===== src/rtl/peri_pwm_pkg.sv =====
// Shared definitions for the PWM dead-time stage: FSM states, register map and bit positions.
package peri_pwm_pkg;

    typedef enum logic [2:0] {
        OFF     = 3'd0,
        LO_ON   = 3'd1,
        DT_RISE = 3'd2,
        HI_ON   = 3'd3,
        DT_FALL = 3'd4
    } state_t;

    localparam logic [1:0] ADR_DEADTIME = 2'd0;
    localparam logic [1:0] ADR_CTRL     = 2'd1;
    localparam logic [1:0] ADR_STATUS   = 2'd2;

    localparam int CTRL_EN     = 0;
    localparam int CTRL_LO_POL = 1;

    localparam int ST_HI    = 0;
    localparam int ST_LO    = 1;
    localparam int ST_FAULT = 2;

endpackage


===== src/rtl/peri_pwm_deadtime.sv =====
// Complementary hi/lo drive with programmable dead time, configured over an 8-bit Wishbone slave.
// Define PWM_DEADTIME_FAULT_EN to add the fault_i input and the STATUS fault latch.
module peri_pwm_deadtime #(
    parameter int DT_W = 8
) (
    input  logic       clk_i,
    input  logic       rst_i,
    input  logic       wb_we_i,
    input  logic [3:0] wb_adr_i,
    input  logic [7:0] wb_dat_i,
    input  logic       wb_stb_i,
    output logic [7:0] wb_dat_o,
    output logic       wb_ack_o,
    input  logic       pwm_i,
`ifdef PWM_DEADTIME_FAULT_EN
    input  logic       fault_i,
`endif
    output logic       hi_o,
    output logic       lo_o
);
    import peri_pwm_pkg::*;

    logic [DT_W-1:0] deadtime;
    logic [DT_W-1:0] cnt;
    logic [DT_W-1:0] cnt_n;
    logic            en;
    logic            lo_pol;
    logic            lo;
    logic            fault;
    logic            halt;
    logic            bus_wr;
    logic            dt_zero;
    logic [1:0]      adr;
    logic            unused_adr;
    state_t          state;
    state_t          nxt;

    assign adr        = wb_adr_i[1:0];
    assign unused_adr = ^wb_adr_i[3:2];
    assign bus_wr     = wb_stb_i & wb_we_i;
    assign wb_ack_o   = wb_stb_i;
    assign dt_zero    = (deadtime == '0);
    assign lo_o       = lo ^ lo_pol;

`ifdef PWM_DEADTIME_FAULT_EN
    // A fault arriving in the same cycle as a clear write keeps the latch set.
    always_ff @(posedge clk_i) begin
        if (rst_i)
            fault <= 1'b0;
        else if (fault_i)
            fault <= 1'b1;
        else if (bus_wr && adr == ADR_STATUS && wb_dat_i[ST_FAULT])
            fault <= 1'b0;
    end
    assign halt = ~en | fault | fault_i;
`else
    assign fault = 1'b0;
    assign halt  = ~en;
`endif

    always_ff @(posedge clk_i) begin
        if (rst_i) begin
            deadtime <= '0;
            en       <= 1'b0;
            lo_pol   <= 1'b0;
        end else if (bus_wr) begin
            case (adr)
                ADR_DEADTIME: deadtime <= DT_W'(wb_dat_i);
                ADR_CTRL: begin
                    en     <= wb_dat_i[CTRL_EN];
                    lo_pol <= wb_dat_i[CTRL_LO_POL];
                end
                default: ;
            endcase
        end
    end

    always_comb begin
        wb_dat_o = '0;
        if (wb_stb_i) begin
            case (adr)
                ADR_DEADTIME: wb_dat_o = 8'(deadtime);
                ADR_CTRL:     wb_dat_o = {6'b0, lo_pol, en};
                ADR_STATUS:   wb_dat_o = {5'b0, fault, lo, hi_o};
                default:      wb_dat_o = '0;
            endcase
        end
    end

    // Entering a gap loads DEADTIME; a zero dead time jumps straight to the other side.
    always_comb begin
        nxt   = state;
        cnt_n = cnt;
        if (halt) begin
            nxt   = OFF;
            cnt_n = '0;
        end else begin
            case (state)
                OFF: begin
                    cnt_n = deadtime;
                    if (pwm_i) nxt = dt_zero ? HI_ON : DT_RISE;
                    else       nxt = dt_zero ? LO_ON : DT_FALL;
                end
                LO_ON: if (pwm_i) begin
                    nxt   = dt_zero ? HI_ON : DT_RISE;
                    cnt_n = deadtime;
                end
                HI_ON: if (!pwm_i) begin
                    nxt   = dt_zero ? LO_ON : DT_FALL;
                    cnt_n = deadtime;
                end
                DT_RISE: begin
                    if (!pwm_i) begin
                        nxt   = LO_ON;
                        cnt_n = '0;
                    end else if (cnt <= DT_W'(1)) begin
                        nxt   = HI_ON;
                        cnt_n = '0;
                    end else begin
                        cnt_n = cnt - DT_W'(1);
                    end
                end
                DT_FALL: begin
                    if (pwm_i) begin
                        nxt   = HI_ON;
                        cnt_n = '0;
                    end else if (cnt <= DT_W'(1)) begin
                        nxt   = LO_ON;
                        cnt_n = '0;
                    end else begin
                        cnt_n = cnt - DT_W'(1);
                    end
                end
                default: begin
                    nxt   = OFF;
                    cnt_n = '0;
                end
            endcase
        end
    end

    always_ff @(posedge clk_i) begin
        if (rst_i) begin
            state <= OFF;
            cnt   <= '0;
            hi_o  <= 1'b0;
            lo    <= 1'b0;
        end else begin
            state <= nxt;
            cnt   <= cnt_n;
            hi_o  <= (nxt == HI_ON);
            lo    <= (nxt == LO_ON);
        end
    end

endmodule


===== config.mk =====
export PLATFORM = sky130hd
export DESIGN_NAME = peri_pwm_deadtime
export DESIGN_NICKNAME = d
export VERILOG_FILES = /design/src/rtl/peri_pwm_pkg.sv /design/src/rtl/peri_pwm_deadtime.sv
export SDC_FILE = /design/constraint.sdc
export NUM_CORES = 1
export LEC_CHECK = 0
export CAP_MARGIN = 20
export CORE_UTILIZATION = 35
export DETAILED_ROUTE_END_ITERATION = 12
export HOLD_SLACK_MARGIN = 0.06
export PLACE_DENSITY = 0.6
export SETUP_SLACK_MARGIN = 0.05
export SKIP_CTS_REPAIR_TIMING = 1
export SLEW_MARGIN = 20
export SYNTH_ARGS = -nofsm -noshare
export SYNTH_HDL_FRONTEND = slang
export SYNTH_SLANG_ARGS = --single-unit
export TNS_END_PERCENT = 100

===== constraint.sdc =====
create_clock -name clk_i -period 4.5 [get_ports clk_i]
set_input_delay 0.9 -clock clk_i [delete_from_list [all_inputs] [get_ports clk_i]]
set_output_delay 0.9 -clock clk_i [all_outputs]
set_load 0.05 [all_outputs]

# Word level (Yosys, flattened, before mapping)
# Index checks and enable logic that the tools add are counted.
# word_totals
out_inout_bits	11
reg_bits	23
input_bits	17
# op_classes
eq_ne	10
addsub	1
n_bitwise	3
n_reduce_logical	7
order_cmp	1
mux	19
# op_table
op	count
$mux W8	6
$pmux W8 S5	1
$mux W3	9
$pmux W8 S3	1
$pmux W3 S5	1
$eq A3 B2 Y1 const B	3
$le A8 B1 Y1 const B	1
$logic_not A8 Y1	1
$sub A8 B1 Y8 const B	1
$eq A3 B1 Y1 const B	2
$reduce_and A2 Y1	3
$ne A2 B2 Y1 const B	2
$eq A3 B3 Y1 const B	1
$logic_not A3 Y1	1
$eq A2 B1 Y1 const B	1
$eq A2 B2 Y1 const B	1
$logic_not A2 Y1	1
$reduce_or A2 Y1	1
$and A1 B1 Y1	1
$mux W1	1
$not A1 Y1	1
$xor A1 B1 Y1	1

# Depth between registers and ports, before layout
# depth
ltp_word	6
mapped_depth	6

# Least setup slack after synthesis
# OpenSTA, ideal clock, no wires.
# synth_path
path_kind	input -> output
start	in wb_adr_i[0]
end	out wb_dat_o[2]
stages	3
slack_ps	1700
t_arrival_ps	1900
cell_sequence	clkbuf_1 > nor3b_1 > and2_1
# synth_via
elab_chain_len	3
elab_cells_between_ends	5
classes_between	eq/ne (2); mux (2); reduce/logical (1)
# synth_lines
item	line_no	source
start, declared	peri_pwm_deadtime.sv:9	input logic [3:0] wb_adr_i,
$eq A2 B2 Y1, or another cell as far along	peri_pwm_deadtime.sv:81	case (adr)
$pmux W8 S3 *	peri_pwm_deadtime.sv:81	
$mux W8 *	peri_pwm_deadtime.sv:80	if (wb_stb_i) begin
end, declared	peri_pwm_deadtime.sv:12	output logic [7:0] wb_dat_o,
# Mark *: on every way between the ends. The rest lies on a longest branch, timed or not.

# Worst setup path after layout
# layout_path
start	in wb_adr_i[0]
end	out wb_dat_o[7]
# The elaborated chain is that of the path after synthesis.

==> impl_metrics.py <==
metrics = {
    "status": {
        "status": "complete, no violations",
    },
    "cts": {
        "clk_pin_slew_ps": 90,
        "clockBufferDepth": 2,
        "clock-root-buffer": "clkbuf_8",
        "cts_made_buffers": 3,
        "clkLatencyLatePin_ps": 270,
        "tritoncts": "done",
        "cts_sinks": 23,
        "htreeDepth": 1,
    },
    "sta": {
        "fmax_ghz": 0.248,
        "setup_tns_ps": 0,
        "clock_skew_ps": 1.60,
        "relSlewSlack_pct": 56.5,
        "tightest_slew_ps": 651,
        "fin_ws_ps": 475,
        "finalSetupViolCount": 0,
        "hold_viol_final": 0,
        "fin_crit_sh_pct": 89.4,
        "finalCriticalPeriod_ps": 4020,
        "rsz0062_at_grt": "no",
        "drv_slew": 0,
    },
    "floorplan": {
        "io_pins": 28,
        "die_w_um": 64.3,
        "initial_utilization_pct": 36.9,
        "core_area_mm2": 0.00369,
        "die_area_mm2": 0.00414,
        "row_count": 22,
        "die_y_um": 64.3,
    },
    "route": {
        "finalWirelength_um": 3270,
        "ant_nets": 0,
        "wl_per_cell_um": 14.5,
        "via_per_inst": 5.44,
        "drt_iter0_markers": 63,
        "drc": 0,
        "num_vias": 1230,
        "firstDrtPassIters": 4,
    },
    "worst_hold_path": {
        "whs_path_depth": 2,
        "hold_path_class": "flop to flop",
    },
    "setup_path": {
        "cp_max_fo": 7,
        "endpoint_kind": "output pin",
        "r2r_cells": 6,
        "startpoint_type": "primary input",
        "critPathRequiredTime_ps": 3600,
        "critPathKind": "primary input to output pin",
        "crit_arrival_ps": 3120,
    },
    "finish": {
        "fillers": 376,
        "synthToLayoutAreaGrowth_pct": 24.2,
        "antenna_cells": 0,
        "nNetsFinal": 198,
        "drive_above_1_share_pct": 8.99,
        "utilization_pct": 45.8,
        "finalNonFillerCells": 226,
    },
    "synth": {
        "synth-seq-cells": 23,
        "ys_seq_area_share_pct": 33.9,
        "synth_top_cell_area_share_pct": 33.9,
        "netlist_instances": 155,
        "synth_area_leaders": "dfxtp_1 34%, mux2i_1 8.8%, nor2_1 4.7%",
        "syn_nets": 174,
        "post_synth.cell_area_avg_um2": 8.77,
        "synth_top_cell_by_area": "dfxtp_1",
        "async_flop_share_pct": 0,
        "synth_edf_count": 0,
        "yosys_warnings": 0,
        "ys.flop_type": "dfxtp_1",
        "yosysUniqueCellTypes": 46,
        "syn_area_mm2": 0.00136,
        "yosysMostFrequentCell": "dfxtp_1",
        "yosys-top-cells-count": "23 x dfxtp_1, 17 x nor2_1, 12 x mux2i_1",
    },
    "grt": {
        "grt_pass1_vias": 1181,
        "globalRouteOverflowTotal": 0,
        "track_usage_pct": 18.2,
        "grt_max_degree": 15,
        "antenna_found_initial": 0,
        "grt_pass1_wl_um": 5710,
    },
    "placement": {
        "finalWeightedCongestion": 0.830,
        "hpwlAfterDp_um": 2560,
        "post-place-ws_ps": 449,
        "io_buffers": 25,
        "place_inst": 222,
    },
    "power_and_ir_drop": {
        "p_total_mw": 0.389,
        "ir_drop_mv": 0.167,
        "p_leak_nw": 0.600,
        "pwr_density_cell_mw_per_mm2": 230,
    },
    "job": {
        "drv_cap": 0,
    },
}
==> worst paths after layout <==
kind                 endpoint   startpoint  slack, ps
setup reg to reg       cnt[5]       cnt[0]       2790
hold / removal         cnt[1]       cnt[1]        510
hold reg to reg        cnt[1]       cnt[1]        510
setup / recovery  wb_dat_o[7]  wb_adr_i[0]        480
==> routing by layer <==
metal  vias up  wire, um  track usage [%]
met5         -         0                0
met4         0        44             6.67
li1        617         -                -
met3         4       100             3.75
met2        21      1620             30.3
met1       588      1510             22.8
==> cell usage in the layout, fill, tap and decap left out, types with 6 or more instances in the layout <==
| cell type | n |
|---|---|
| clkdlybuf4s50_1 | 25 |
| dfxtp_1 | 23 |
| nor2_1 | 17 |
| mux2i_1 | 12 |
| inv_1 | 9 |
| and2_1 | 9 |
| nand2_1 | 7 |
| o21ai_0 | 6 |
| o22ai_1 | 6 |
==> critical path, cell delays in order <==
cell,delay (ps)
clkdlybuf4s50_1,570
nor3b_1,610
and2_2,250
clkdlybuf4s50_1,790
==> area by class of cell <==
| cell class | count | area, um2 | share of cell area [%] |
|---|---|---|---|
| inverters | 9 | 33.8 | 2.00 |
| repair buffers | 25 | 250 | 14.8 |
| flip-flops and latches | 23 | 460 | 27.3 |
| clock inverters | 1 | 7.51 | 0.444 |
| well taps | 48 | 60.1 | 3.56 |
| clock buffers | 3 | 41.3 | 2.44 |
| multi-input cells | 117 | 836 | 49.5 |
==> where the power goes <==
| group | total, mW | switching (mW) | internal, mW |
|---|---|---|---|
| logic | 0.0462 | 0.0233 | 0.0229 |
| clock network | 0.134 | 0.0714 | 0.0627 |
| registers | 0.209 | 0.00313 | 0.206 |
| total | 0.389 | 0.0978 | 0.291 |
==> state kept, by name, indices dropped and copies added (netlist names) <==
register / cells
en: 1
cnt: 8
lo_pol: 1
lo: 1
state: 3
deadtime: 8
hi_o: 1
==> cell families after synthesis <==
kind of cell | after synthesis | synth area share [%]
simple gates | 58 | 26.4
compound gates | 40 | 21.2
flops | 23 | 33.9
buf+inv | 15 | 4.69
mux | 12 | 8.83
xor+xnor | 5 | 3.22
fa+ha+maj | 2 | 1.84
==> through the flow <==
step	cell area, um2	hold slack, ps
4_1_cts	1690	515
6_report	1690	509
5_1_grt	1690	559
3_3_place_gp	1640	494
3_5_place_dp	1640	501
2_1_floorplan	1360	467
(Power assumes the default switching activity.)
